$ cat config.mk
export PLATFORM = sky130hd
export DESIGN_NAME = gate_op_sequencer_flat
export DESIGN_NICKNAME = d
export VERILOG_FILES = /design/src/rtl/gate_op_sequencer_if.sv /design/src/rtl/gate_op_sequencer.sv /design/src/flat_wrapper.sv
export SDC_FILE = /design/constraint.sdc
export NUM_CORES = 1
export LEC_CHECK = 0
export ABC_AREA = 0
export CAP_MARGIN = 20
export CORE_MARGIN = 1.5
export CORE_UTILIZATION = 45
export CTS_CLUSTER_DIAMETER = 60
export DETAILED_ROUTE_END_ITERATION = 12
export PLACE_DENSITY_LB_ADDON = 0.05
export SETUP_SLACK_MARGIN = 0.1
export SYNTH_ARGS = -nofsm -noshare
export SYNTH_HDL_FRONTEND = slang
export SYNTH_SLANG_ARGS = --single-unit
$ cat constraint.sdc
create_clock -name clk -period 1.97 [get_ports clk]
set_clock_uncertainty 0.1 [all_clocks]
set_input_delay 0.394 -clock clk [delete_from_list [all_inputs] [get_ports clk]]
set_output_delay 0.394 -clock clk [all_outputs]
set_load 0.01 [all_outputs]
$ cat src/rtl/gate_op_sequencer_if.sv
// Request channel of the gate op sequencer: one command per valid&ready handshake.
interface gate_op_sequencer_if #(
   parameter int unsigned DATA_W = 8
);
   logic              valid;
   logic              ready;
   logic [2:0]        op;
   logic [DATA_W-1:0] a;
   logic [DATA_W-1:0] b;

   modport master (output valid, output op, output a, output b, input ready);
   modport slave  (input valid, input op, input a, input b, output ready);
endinterface

$ cat src/rtl/gate_op_sequencer.sv
// Shares one 1-bit GATES unit between two requesters: round-robin arbitration,
// LSB-first bit-serial evaluation, result reassembly and a held response.
module gate_op_sequencer #(
   parameter int unsigned DATA_W = 8
) (
   input  logic              clk,
   input  logic              rst,
   gate_op_sequencer_if.slave req0,
   gate_op_sequencer_if.slave req1,
   output logic              gate_en,
   output logic [2:0]        gate_op,
   output logic              gate_d1,
   output logic              gate_d2,
   input  logic              gate_out,
   output logic              rsp_valid,
   input  logic              rsp_ready,
   output logic [DATA_W-1:0] rsp_data,
   output logic              rsp_id,
   output logic              rsp_err,
   output logic              busy
);

   localparam int unsigned IDX_W = $clog2(DATA_W);
   localparam logic [IDX_W-1:0] IDX_LAST = IDX_W'(DATA_W - 1);

   typedef enum logic [1:0] {
      IDLE = 2'd0,
      RUN  = 2'd1,
      RESP = 2'd2
   } state_t;

   state_t            state;
   state_t            state_next;
   logic [2:0]        op_q;
   logic [DATA_W-1:0] a_q;
   logic [DATA_W-1:0] b_q;
   logic [DATA_W-1:0] res;
   logic              id_q;
   logic              err_q;
   logic              last_grant;
   logic [IDX_W-1:0]  idx;

   logic              sel1;
   logic              accept;
   logic [2:0]        op_in;
   logic [DATA_W-1:0] a_in;
   logic [DATA_W-1:0] b_in;

   assign gate_op = op_q;
   assign busy    = (state != IDLE);

   // Next-state, arbitration and all combinational outputs.
   always_comb begin
      state_next = state;
      sel1       = 1'b0;
      accept     = 1'b0;
      op_in      = req0.op;
      a_in       = req0.a;
      b_in       = req0.b;
      req0.ready = 1'b0;
      req1.ready = 1'b0;
      gate_en    = 1'b0;
      gate_d1    = 1'b0;
      gate_d2    = 1'b0;
      rsp_valid  = 1'b0;
      rsp_data   = '0;
      rsp_id     = 1'b0;
      rsp_err    = 1'b0;
      case (state)
         IDLE: begin
            // On a tie the requester that did not win last time is granted.
            sel1       = req1.valid & (~req0.valid | ~last_grant);
            req1.ready = sel1;
            req0.ready = req0.valid & ~sel1;
            accept     = req0.valid | req1.valid;
            if (sel1) begin
               op_in = req1.op;
               a_in  = req1.a;
               b_in  = req1.b;
            end
            if (accept) begin
               state_next = (op_in[2] & op_in[1]) ? RESP : RUN;
            end
         end
         RUN: begin
            gate_en = 1'b1;
            gate_d1 = a_q[idx];
            gate_d2 = b_q[idx];
            if (idx == IDX_LAST) begin
               state_next = RESP;
            end
         end
         RESP: begin
            rsp_valid = 1'b1;
            rsp_data  = res;
            rsp_id    = id_q;
            rsp_err   = err_q;
            if (rsp_ready) begin
               state_next = IDLE;
            end
         end
         default: state_next = IDLE;
      endcase
   end

   // State register.
   always_ff @(posedge clk) begin
      if (rst) begin
         state <= IDLE;
      end else begin
         state <= state_next;
      end
   end

   // Command latch on handshake and bit-serial result capture during RUN.
   always_ff @(posedge clk) begin
      if (rst) begin
         op_q       <= '0;
         a_q        <= '0;
         b_q        <= '0;
         res        <= '0;
         id_q       <= 1'b0;
         err_q      <= 1'b0;
         idx        <= '0;
         last_grant <= 1'b1;
      end else begin
         case (state)
            IDLE: begin
               if (accept) begin
                  op_q       <= op_in;
                  a_q        <= a_in;
                  b_q        <= b_in;
                  id_q       <= sel1;
                  last_grant <= sel1;
                  err_q      <= op_in[2] & op_in[1];
                  idx        <= '0;
                  res        <= '0;
               end
            end
            RUN: begin
               res[idx] <= gate_out;
               idx      <= idx + 1'b1;
            end
            default: ;
         endcase
      end
   end

endmodule

$ cat src/flat_wrapper.sv
// flat-port wrapper written by rule: the top's interface ports become plain ports
module gate_op_sequencer_flat 
#(
   parameter int unsigned DATA_W = 8
)
  (clk, rst, gate_en, gate_op, gate_d1, gate_d2, gate_out, rsp_valid, rsp_ready, rsp_data, rsp_id, rsp_err, busy, req0_valid, req0_op, req0_a, req0_b, req0_ready, req1_valid, req1_op, req1_a, req1_b, req1_ready);
  gate_op_sequencer_if #(.DATA_W(DATA_W)) req0_i ();
  gate_op_sequencer_if #(.DATA_W(DATA_W)) req1_i ();
  input  logic clk;
  input  logic rst;
  output logic gate_en;
  output logic [2:0] gate_op;
  output logic gate_d1;
  output logic gate_d2;
  input  logic gate_out;
  output logic rsp_valid;
  input  logic rsp_ready;
  output logic [DATA_W-1:0] rsp_data;
  output logic rsp_id;
  output logic rsp_err;
  output logic busy;
  input wire logic [$bits(req0_i.valid)-1:0] req0_valid;
  input wire logic [$bits(req0_i.op)-1:0] req0_op;
  input wire logic [$bits(req0_i.a)-1:0] req0_a;
  input wire logic [$bits(req0_i.b)-1:0] req0_b;
  output wire logic [$bits(req0_i.ready)-1:0] req0_ready;
  input wire logic [$bits(req1_i.valid)-1:0] req1_valid;
  input wire logic [$bits(req1_i.op)-1:0] req1_op;
  input wire logic [$bits(req1_i.a)-1:0] req1_a;
  input wire logic [$bits(req1_i.b)-1:0] req1_b;
  output wire logic [$bits(req1_i.ready)-1:0] req1_ready;
  assign req0_i.valid = req0_valid;
  assign req0_i.op = req0_op;
  assign req0_i.a = req0_a;
  assign req0_i.b = req0_b;
  assign req0_ready = req0_i.ready;
  assign req1_i.valid = req1_valid;
  assign req1_i.op = req1_op;
  assign req1_i.a = req1_a;
  assign req1_i.b = req1_b;
  assign req1_ready = req1_i.ready;
  gate_op_sequencer #(.DATA_W(DATA_W)) u_core (.clk(clk), .rst(rst), .req0(req0_i), .req1(req1_i), .gate_en(gate_en), .gate_op(gate_op), .gate_d1(gate_d1), .gate_d2(gate_d2), .gate_out(gate_out), .rsp_valid(rsp_valid), .rsp_ready(rsp_ready), .rsp_data(rsp_data), .rsp_id(rsp_id), .rsp_err(rsp_err), .busy(busy));
endmodule
== Word-level counts from Yosys, hierarchy flattened ==
Index checks and enable logic that the tools add are counted.
Widths: inputs -> output; s select.

* Register bits after elaboration: 35
* Bits of input ports: 44
* Output and inout bits: 20
* Logic and storage cells: 66

* Add/subtract/negate cells: 1
* Magnitude comparators: 2
* Eq/ne operators: 7
* Mux-type cells: 31
* Bitwise logic cells: 9
* Reduce and logical (&&, ||, !) cells: 7

{| class="wikitable"
|+ Operators by type and width
! cell !! count
|-
| $mux 8 || 4
|-
| $pmux 8 s2 || 1
|-
| $mux 1 || 12
|-
| $mux 3 || 4
|-
| $bwmux 8 || 1
|-
| $mux 2 || 4
|-
| $bmux 1 s3 || 2
|-
| $ne 2x1->1 const B || 3
|-
| $pmux 2 s3 || 1
|-
| $pmux 3 s2 || 1
|-
| $and 1x1->1 || 4
|-
| $lt 3x4->1 const B || 1
|-
| $reduce_and 2->1 || 2
|-
| $reduce_bool 2->1 || 2
|-
| $add 3x1->3 const B || 1
|-
| $demux 1 s3 || 1
|-
| $eq 3x3->1 const B || 1
|-
| $ge 3x1->1 const B || 1
|-
| $not 1->1 || 3
|-
| $reduce_and 3->1 || 1
|-
| $eq 2x1->1 const B || 1
|-
| $eq 2x2->1 const B || 1
|-
| $logic_not 2->1 || 1
|-
| $ne 2x2->1 const B || 1
|-
| 2 further kinds || 3
|}

== Depth between registers and ports, before layout ==
Gate-level depths: netlist of the first run.

* Word-level depth: 9
* Mapped depth: 6

== Worst setup path before layout of the first run ==
No wires, ideal clock.

* Kind: register to output
* Start: reg u_core.idx[0]
* End: out gate_d1
* Data arrival time: 1213 ps
* Setup slack: 263 ps
* Stages on the path, launching flop included: 5
* Path buffers: 1
* Cell sequence: dfxtp_1 buf_1 mux2i_1 o22ai_1 o31a_1

* Word-level cells in the longest chain between the ends: 3

{| class="wikitable"
|+ RTL lines
! element !! RTL line !! text
|-
| from (decl) || gate_op_sequencer.sv:41 || <nowiki>logic [IDX_W-1:0] idx;</nowiki>
|-
| from (signal assigned) || gate_op_sequencer.sv:142 || <nowiki>idx <= idx + 1'b1;</nowiki>
|-
| $bmux 1 s3 || gate_op_sequencer.sv:87 || <nowiki>gate_d1 = a_q[idx];</nowiki>
|-
| $mux 1 (implied by the code) || gate_op_sequencer.sv:87 ||
|-
| $mux 1 || gate_op_sequencer.sv:69 || <nowiki>case (state)</nowiki>
|-
| to (decl) || flat_wrapper.sv:13 || <nowiki>output logic gate_d1;</nowiki>
|}

No other way between the ends. The select of a mux whose other input is x is not followed.

== Final worst setup path of the first run ==
* Start: reg u_core.idx[2]
* End: out gate_d1

Same word-level chain as after synthesis.

==> implementation parameters, run 1 <==
Parameter                              Value

Power and ir drop
  Share of power burned in combinational logic    0.342
  Total chip power    2.36 mW
  Switching power share of the total    0.305
  Internal Pwr Total    roughly 1.6 mW
  Net Switching    around 720 uW
  Maximum VDD drop    0.000686 V
  Proportion of power drawn by the clock network    0.286
  Part of the total power dissipated in sequential elements    0.372
  PwrDens    829 nW/um^2
  Static Leak    1.17 nW

Run
  Max-cap violations    0

Global route
  Number of global-route vias before repair    ~1600
  Total routing usage reported by global routing    0.207
  Largest net degree at the start of global routing    27
  Number of antenna violations at the first check in global routing    0
  Remaining Overflow, GRT    0
  Global-route wire length before repair    7.22 mm

Timing
  Max-slew violation count    0
  Total count of hold-check failures in the final report    0
  Highest Clock Rate    approximately 520 MHz
  Max transition margin    0.718
  Unrepaired setup endpoints after global routing    yes
  Final setup fails    0
  Transition time at the pin with the least slew margin    0.422 ns
  Clock period minus final worst setup slack    1.92 ns
  Share of the clock period used by the worst path    0.973

Layout
  Multi-input logic area    1120 sq um
  # diodes    0
  Fillers    344
  Most common library cell in the layout ignoring fill and taps    sky130_fd_sc_hd__clkdlybuf4s50_1
  Layout Utilization    0.707
  Area growth, synth to finish    49.7%
  Final cell count without fillers    352
  Most frequent cells in the layout    sky130_fd_sc_hd__clkdlybuf4s50_1, sky130_fd_sc_hd__dfxtp_1, sky130_fd_sc_hd__buf_4
  # nets final    about 350
  Ratio of cells with drive above 1 in the final layout    0.222
  Sequential cell area    717 sq um

Synth
  Cell type contributing the most total cell area after synthesis    sky130_fd_sc_hd__dfxtp_1
  Most common flop cell mapped by yosys    sky130_fd_sc_hd__dfxtp_1
  Count of unique library cells instantiated by Yosys    38
  Post-synth top area share    0.368
  Number of cells produced by synthesis    221
  Post-synthesis cell area    1900 sq um
  Flip-flop and latch count after synthesis    35
  Cell types occupying the most area after synthesis    sky130_fd_sc_hd__dfxtp_1, sky130_fd_sc_hd__mux2i_1, sky130_fd_sc_hd__a211oi_1
  Fraction of registers with async set/reset    0
  Post-synthesis sequential area ratio    0.368
  Mapped Avg Cell Area    8.61 sq um
  Number of enable-type register cells in the synthesized netlist    0
  Synth warnings    0
  Net count of the mapped netlist    267

Critical path
  Cell chain of the critical path    mux2i_2 > o22ai_1 > o31a_1 > buf_2
  Worst path slowest cell    sky130_fd_sc_hd__dfxtp_4
  Endpoint arrival time on the critical path    approximately 1.4 ns
  Sort of element at the end of the critical path    output pin
  Crit path largest cell delay    0.40 ns
  Type of the worst setup path    reg -> out
  Setup crit start kind    flip-flop
  CP Max Fanout    6
  Crit path required time    roughly 1.5 ns

Floorplan
  Number of I/O pins    64
  Width of the chip    68.0 microns
  Area of the die    ~4600 sq um
  Die H    68.0 microns
  Area of the core    4030 sq um
  Starting utilization of the core area    0.472
  Row count    23

Routing
  Routed wire length    4.49 mm
  Total vias in the final route    1836
  Remaining routing DRC violations    0
  TritonRoute pass-1 iters    4
  Routed vias/inst    5.22
  Final antenna-violating net count    0
  Initial drt markers    149
  Detail-routed net length per standard cell    12.8 microns

Run status
  Outcome    finished clean

CTS
  Clock Tree Root    sky130_fd_sc_hd__clkbuf_8
  Total number of H-tree levels    2
  Number of buffers on the longest clock path    2
  Worst skew pair latency    0.29 ns
  Total CTS buffers    5
  TritonCTS clock tree    yes
  Clock slew seen by the registers of the worst setup and hold paths    approximately 0.080 ns
  Hold_buf cts    0
  Clock Sinks    35

Min path
  Worst hold path class    reg -> reg

Placed design
  Placed wire-length estimate    3.18 mm
  I/O Buffers    between 60 and 70
  RD Place Congestion    0.865
  Placed cells    338
[through the flow]
stage / hold slack [ns] / TNS [ns] / cell area, sq um / setup WS (ns)
after floorplan: 0.332 / 0 / 1900 / 0.263
after global placement: 0.342 / -1.26 / 2690 / -0.258
after detailed placement: 0.349 / -1.71 / 2690 / -0.300
after CTS: 0.359 / 0 / 2830 / 0.0346
after global routing: 0.385 / -0.0138 / 2850 / -0.0138
final: 0.358 / 0 / 2850 / 0.0536
[cells in the mapped netlist (3+ instances only)]
cell and n:
sky130_fd_sc_hd__a211oi_1 16, sky130_fd_sc_hd__dfxtp_1 35, sky130_fd_sc_hd__buf_4 3, sky130_fd_sc_hd__inv_1 4, sky130_fd_sc_hd__buf_2 5, sky130_fd_sc_hd__and2_1 10
sky130_fd_sc_hd__nand2_1 17, sky130_fd_sc_hd__o211ai_1 4, sky130_fd_sc_hd__mux2i_1 22, sky130_fd_sc_hd__nand2b_1 7, sky130_fd_sc_hd__nor2b_1 3, sky130_fd_sc_hd__nand3_1 17
sky130_fd_sc_hd__a21oi_1 17, sky130_fd_sc_hd__clkbuf_1 6, sky130_fd_sc_hd__nor2_1 22, sky130_fd_sc_hd__nand4_1 4, sky130_fd_sc_hd__a211oi_2 3
[layer usage]
metal / up-vias / share of wire / GRT usage
met3: 2 / 0.045 / 0.0444
met1: 833 / 0.44 / 0.250
met5: - / 0 / 0
met4: 0 / 0.0047 / 0.0675
met2: 49 / 0.51 / 0.364
li1: 952 / - / -
[critical path, delay by kind of cell (launching register included)]
kind | cells | cell delay, ns
flops | 1 | 0.40
compound gates | 2 | 0.36
mux | 1 | 0.23
buf+inv | 1 | 0.14
[power by group through the flow]
stage               Combinational [mW]  Clock [mW]  Sequential (mW)
floorplan                        0.439           0            0.875
global placement                 0.752           0            0.887
detailed placement               0.761           0            0.890
CTS                              0.778       0.689            0.878
global route                     0.884       0.718            0.890
finish                           0.808       0.674            0.879
[timing repair]
action | 4_1_cts | 5_1_grt
pin swaps | 2 | 2
buffers inserted | 3 | 3
gates resized for setup | 45 | 23
setup endpoints to repair | 17 | 16
[final timing paths]
path / start / endpoint / slack (ns) / depth (start not counted)
setup / recovery: u_core.idx[2] / gate_d1 / 0.05 / 4
hold / removal: u_core.gate_op[0] / u_core.gate_op[0] / 0.36 / 2
setup reg to reg: u_core.state[1] / u_core.res[4] / 0.37 / 6
hold reg to reg: u_core.gate_op[0] / u_core.gate_op[0] / 0.36 / 2
[cell families (layout without fill, tap and decap cells)]
group,Yosys count,in the layout,synth area share
flip-flops,35,35,0.368
buffers and inverters,22,103,0.0572
AND/OR/NAND/NOR,86,86,0.235
AO/OA/AOI/OAI,54,54,0.211
adder cells (fa/ha/maj),2,2,0.0132
multiplexers,22,22,0.116
[final cells by class]
class	instances	area share
inverter	5	0.00659
timing repair buffer	90	0.286
tap	50	0.0220
multi-input combinational	164	0.392
sequential	35	0.252
clock buffer	6	0.0290
clock inverter	2	0.0123
[state kept, by name (all words and copies together), names as in the netlist, 2 cells and up]
name	flops
u_core.state	2
u_core.res	8
u_core.b_q	8
u_core.a_q	8
u_core.idx	3
u_core.gate_op	3
No activity file was read; power rests on OpenSTA's default activity.
==> run 2: changes to the inputs <==
--- a/config.mk
+++ b/config.mk
@@ -8,7 +8,7 @@
 export ABC_AREA = 0
 export CAP_MARGIN = 20
 export CORE_MARGIN = 1.5
-export CORE_UTILIZATION = 45
+export CORE_UTILIZATION = 30
 export CTS_CLUSTER_DIAMETER = 60
 export DETAILED_ROUTE_END_ITERATION = 12
 export PLACE_DENSITY_LB_ADDON = 0.05
==> run 2 against run 1 <==
Net effect: cell count increased by 8.5%; non-clock buffer count increased by 6; count of clock-buffer cells in the layout unchanged; design area increased by 2.5%; via count increased by 0.33%; critical path depth increased by 1; critical endpoint is now gate_d2; first-iteration DRC count decreased by 58%.
==> implementation parameters, run 2 (synthesis results as in run 1) <==
Parameter                              Value

Critical path
  Endpoint arrival time on the critical path    roughly 1.4 ns
  Worst Setup SP    u_core.idx[0]
  Slack of the worst reg-to-reg path    0.27 ns
  Worst setup path end    gate_d2
  Worst path slowest cell    sky130_fd_sc_hd__dfxtp_4
  Crit path largest cell delay    ~0.39 ns
  Number of gates on the worst path with buffers counted    5
  Sort of element at the end of the critical path    output pin
  Worst flop-to-flop path endpoint    u_core.gate_op[1]
  Crit-path leading delay family    flip-flops
  Cell depth of the worst flop-to-flop path    7
  CP Max Fanout    6
  Number of buffer and inverter instances along the worst setup path    2
  Type of the worst setup path    reg -> out
  Worst reg2reg startpoint    u_core.last_grant
  Cell chain of the critical path    buf_6 > mux2i_1 > o22ai_1 > o31a_1 > buf_2
  Setup crit start kind    flip-flop
  Crit path required time    1.48 ns

Layout
  # nets final    353
  Largest registers    u_core.a_q: 8 flops, u_core.b_q: 8 flops, u_core.res: 8 flops
  Fillers    619
  Most frequent cells in the layout    sky130_fd_sc_hd__clkdlybuf4s50_1, sky130_fd_sc_hd__dfxtp_1, sky130_fd_sc_hd__buf_4
  # diodes    0
  Layout Utilization    0.484
  Area growth, synth to finish    53.4%
  Final cell count without fillers    382
  Ratio of cells with drive above 1 in the final layout    0.238
  Sequential cell area    717 sq um
  Multi-input logic area    between 1000 and 1500 sq um
  Most common library cell in the layout ignoring fill and taps    sky130_fd_sc_hd__clkdlybuf4s50_1

Global route
  Global-route wire length before repair    8.09 mm
  Number of antenna violations at the first check in global routing    0
  Total routing usage reported by global routing    0.157
  Largest net degree at the start of global routing    37
  Remaining Overflow, GRT    0
  Number of global-route vias before repair    1750

Timing
  Smallest hold slack    0.355 ns
  Max transition margin    0.722
  Share of the clock period used by the worst path    0.980
  Final setup fails    0
  Clock period minus final worst setup slack    1.93 ns
  Highest Clock Rate    518 MHz
  Post-route setup slack    0.0396 ns
  Unrepaired setup endpoints after global routing    yes
  Max-slew violation count    0
  Transition time at the pin with the least slew margin    between 0.4 and 0.5 ns
  Total count of hold-check failures in the final report    0

Floorplan
  Width of the chip    about 83 microns
  Area of the core    6030 sq um
  Die H    82.6 microns
  Row count    28
  Number of I/O pins    64
  Area of the die    6830 sq um
  Starting utilization of the core area    0.316

Power and ir drop
  PwrDens    772 nW/um^2
  Static Leak    1.17 nW
  Maximum VDD drop    ~0.00032 V

CTS
  Clock Tree Root    sky130_fd_sc_hd__clkbuf_8
  TritonCTS clock tree    yes
  Clock Sinks    35
  Clock slew seen by the registers of the worst setup and hold paths    around 0.07 ns
  Total number of H-tree levels    2
  Worst skew pair latency    0.29 ns
  Total CTS buffers    5
  Number of buffers on the longest clock path    2

Placed design
  Worst setup slack before clock tree synthesis    -0.285 ns
  Placed cells    approximately 370
  I/O Buffers    63
  RD Place Congestion    0.786
  Placed wire-length estimate    3.38 mm

Routing
  Routed vias/inst    just under 5
  Initial drt markers    62
  Final antenna-violating net count    0
  Detail-routed net length per standard cell    12.2 microns
  Remaining routing DRC violations    0
  Routed wire length    approximately 4.7 mm
  TritonRoute pass-1 iters    4
  Total vias in the final route    between 1500 and 2000

Run status
  Outcome    finished clean

Min path
  Worst hold path class    reg -> reg

Run
  Max-cap violations    0
==> run 2: worst min path at each step <==
stage | from | to | slack [ns] | cells past startpoint
2_1_floorplan | u_core.id_q | u_core.id_q | 0.33 | 2
5_1_grt | u_core.id_q | u_core.id_q | 0.38 | 2
3_3_place_gp | u_core.id_q | u_core.id_q | 0.34 | 2
4_1_cts | u_core.id_q | u_core.id_q | 0.36 | 2
3_5_place_dp | u_core.id_q | u_core.id_q | 0.35 | 2
6_report | u_core.id_q | u_core.id_q | 0.35 | 2
==> run 2: power by group <==
| group | total (mW) | switching (mW) | internal, mW |
|---|---|---|---|
| Sequential | 0.872 | 0.0652 | 0.806 |
| Clock | 0.534 | 0.259 | 0.274 |
| Combinational | 0.846 | 0.391 | 0.455 |
| Total | 2.25 | 0.716 | 1.54 |
==> run 2: area by class of cell <==
type	count	area share
timing repair buffer	96	0.300
inverter	5	0.00729
multi-input combinational	164	0.385
tap	75	0.0322
sequential	35	0.246
clock inverter	1	0.00172
clock buffer	6	0.0283
==> run 2: layer usage <==
layer  global-route usage  share of wire
met1                0.195           0.45
met3               0.0418          0.044
met4               0.0517         0.0098
met2                0.262           0.49
met5                    0              0
==> run 2: timing repair <==
item,CTS,global route
pin swaps,3,5
gates resized for setup,45,27
setup endpoints to repair,17,14
setup buffers,9,0
cloned,0,0
hold buffers,0,0
==> run 2: worst register-to-register path, delay by kind of cell (launching register included) <==
family                 cells  cell delay [ns]
AO/OA/AOI/OAI              2             0.27
buffers and inverters      4             0.54
flip-flops                 1             0.35
multiplexers               1             0.33
==> run 2: through the flow <==
step                      TNS [ns]  instance area (sq um)  total power, mW
after global placement       -1.51                   2740             1.67
after detailed placement     -1.80                   2740             1.67
after floorplan                  0                   1900             1.31
final                            0                   2920             2.25
after CTS                        0                   2900             2.26
after global routing       -0.0200                   2920             2.42
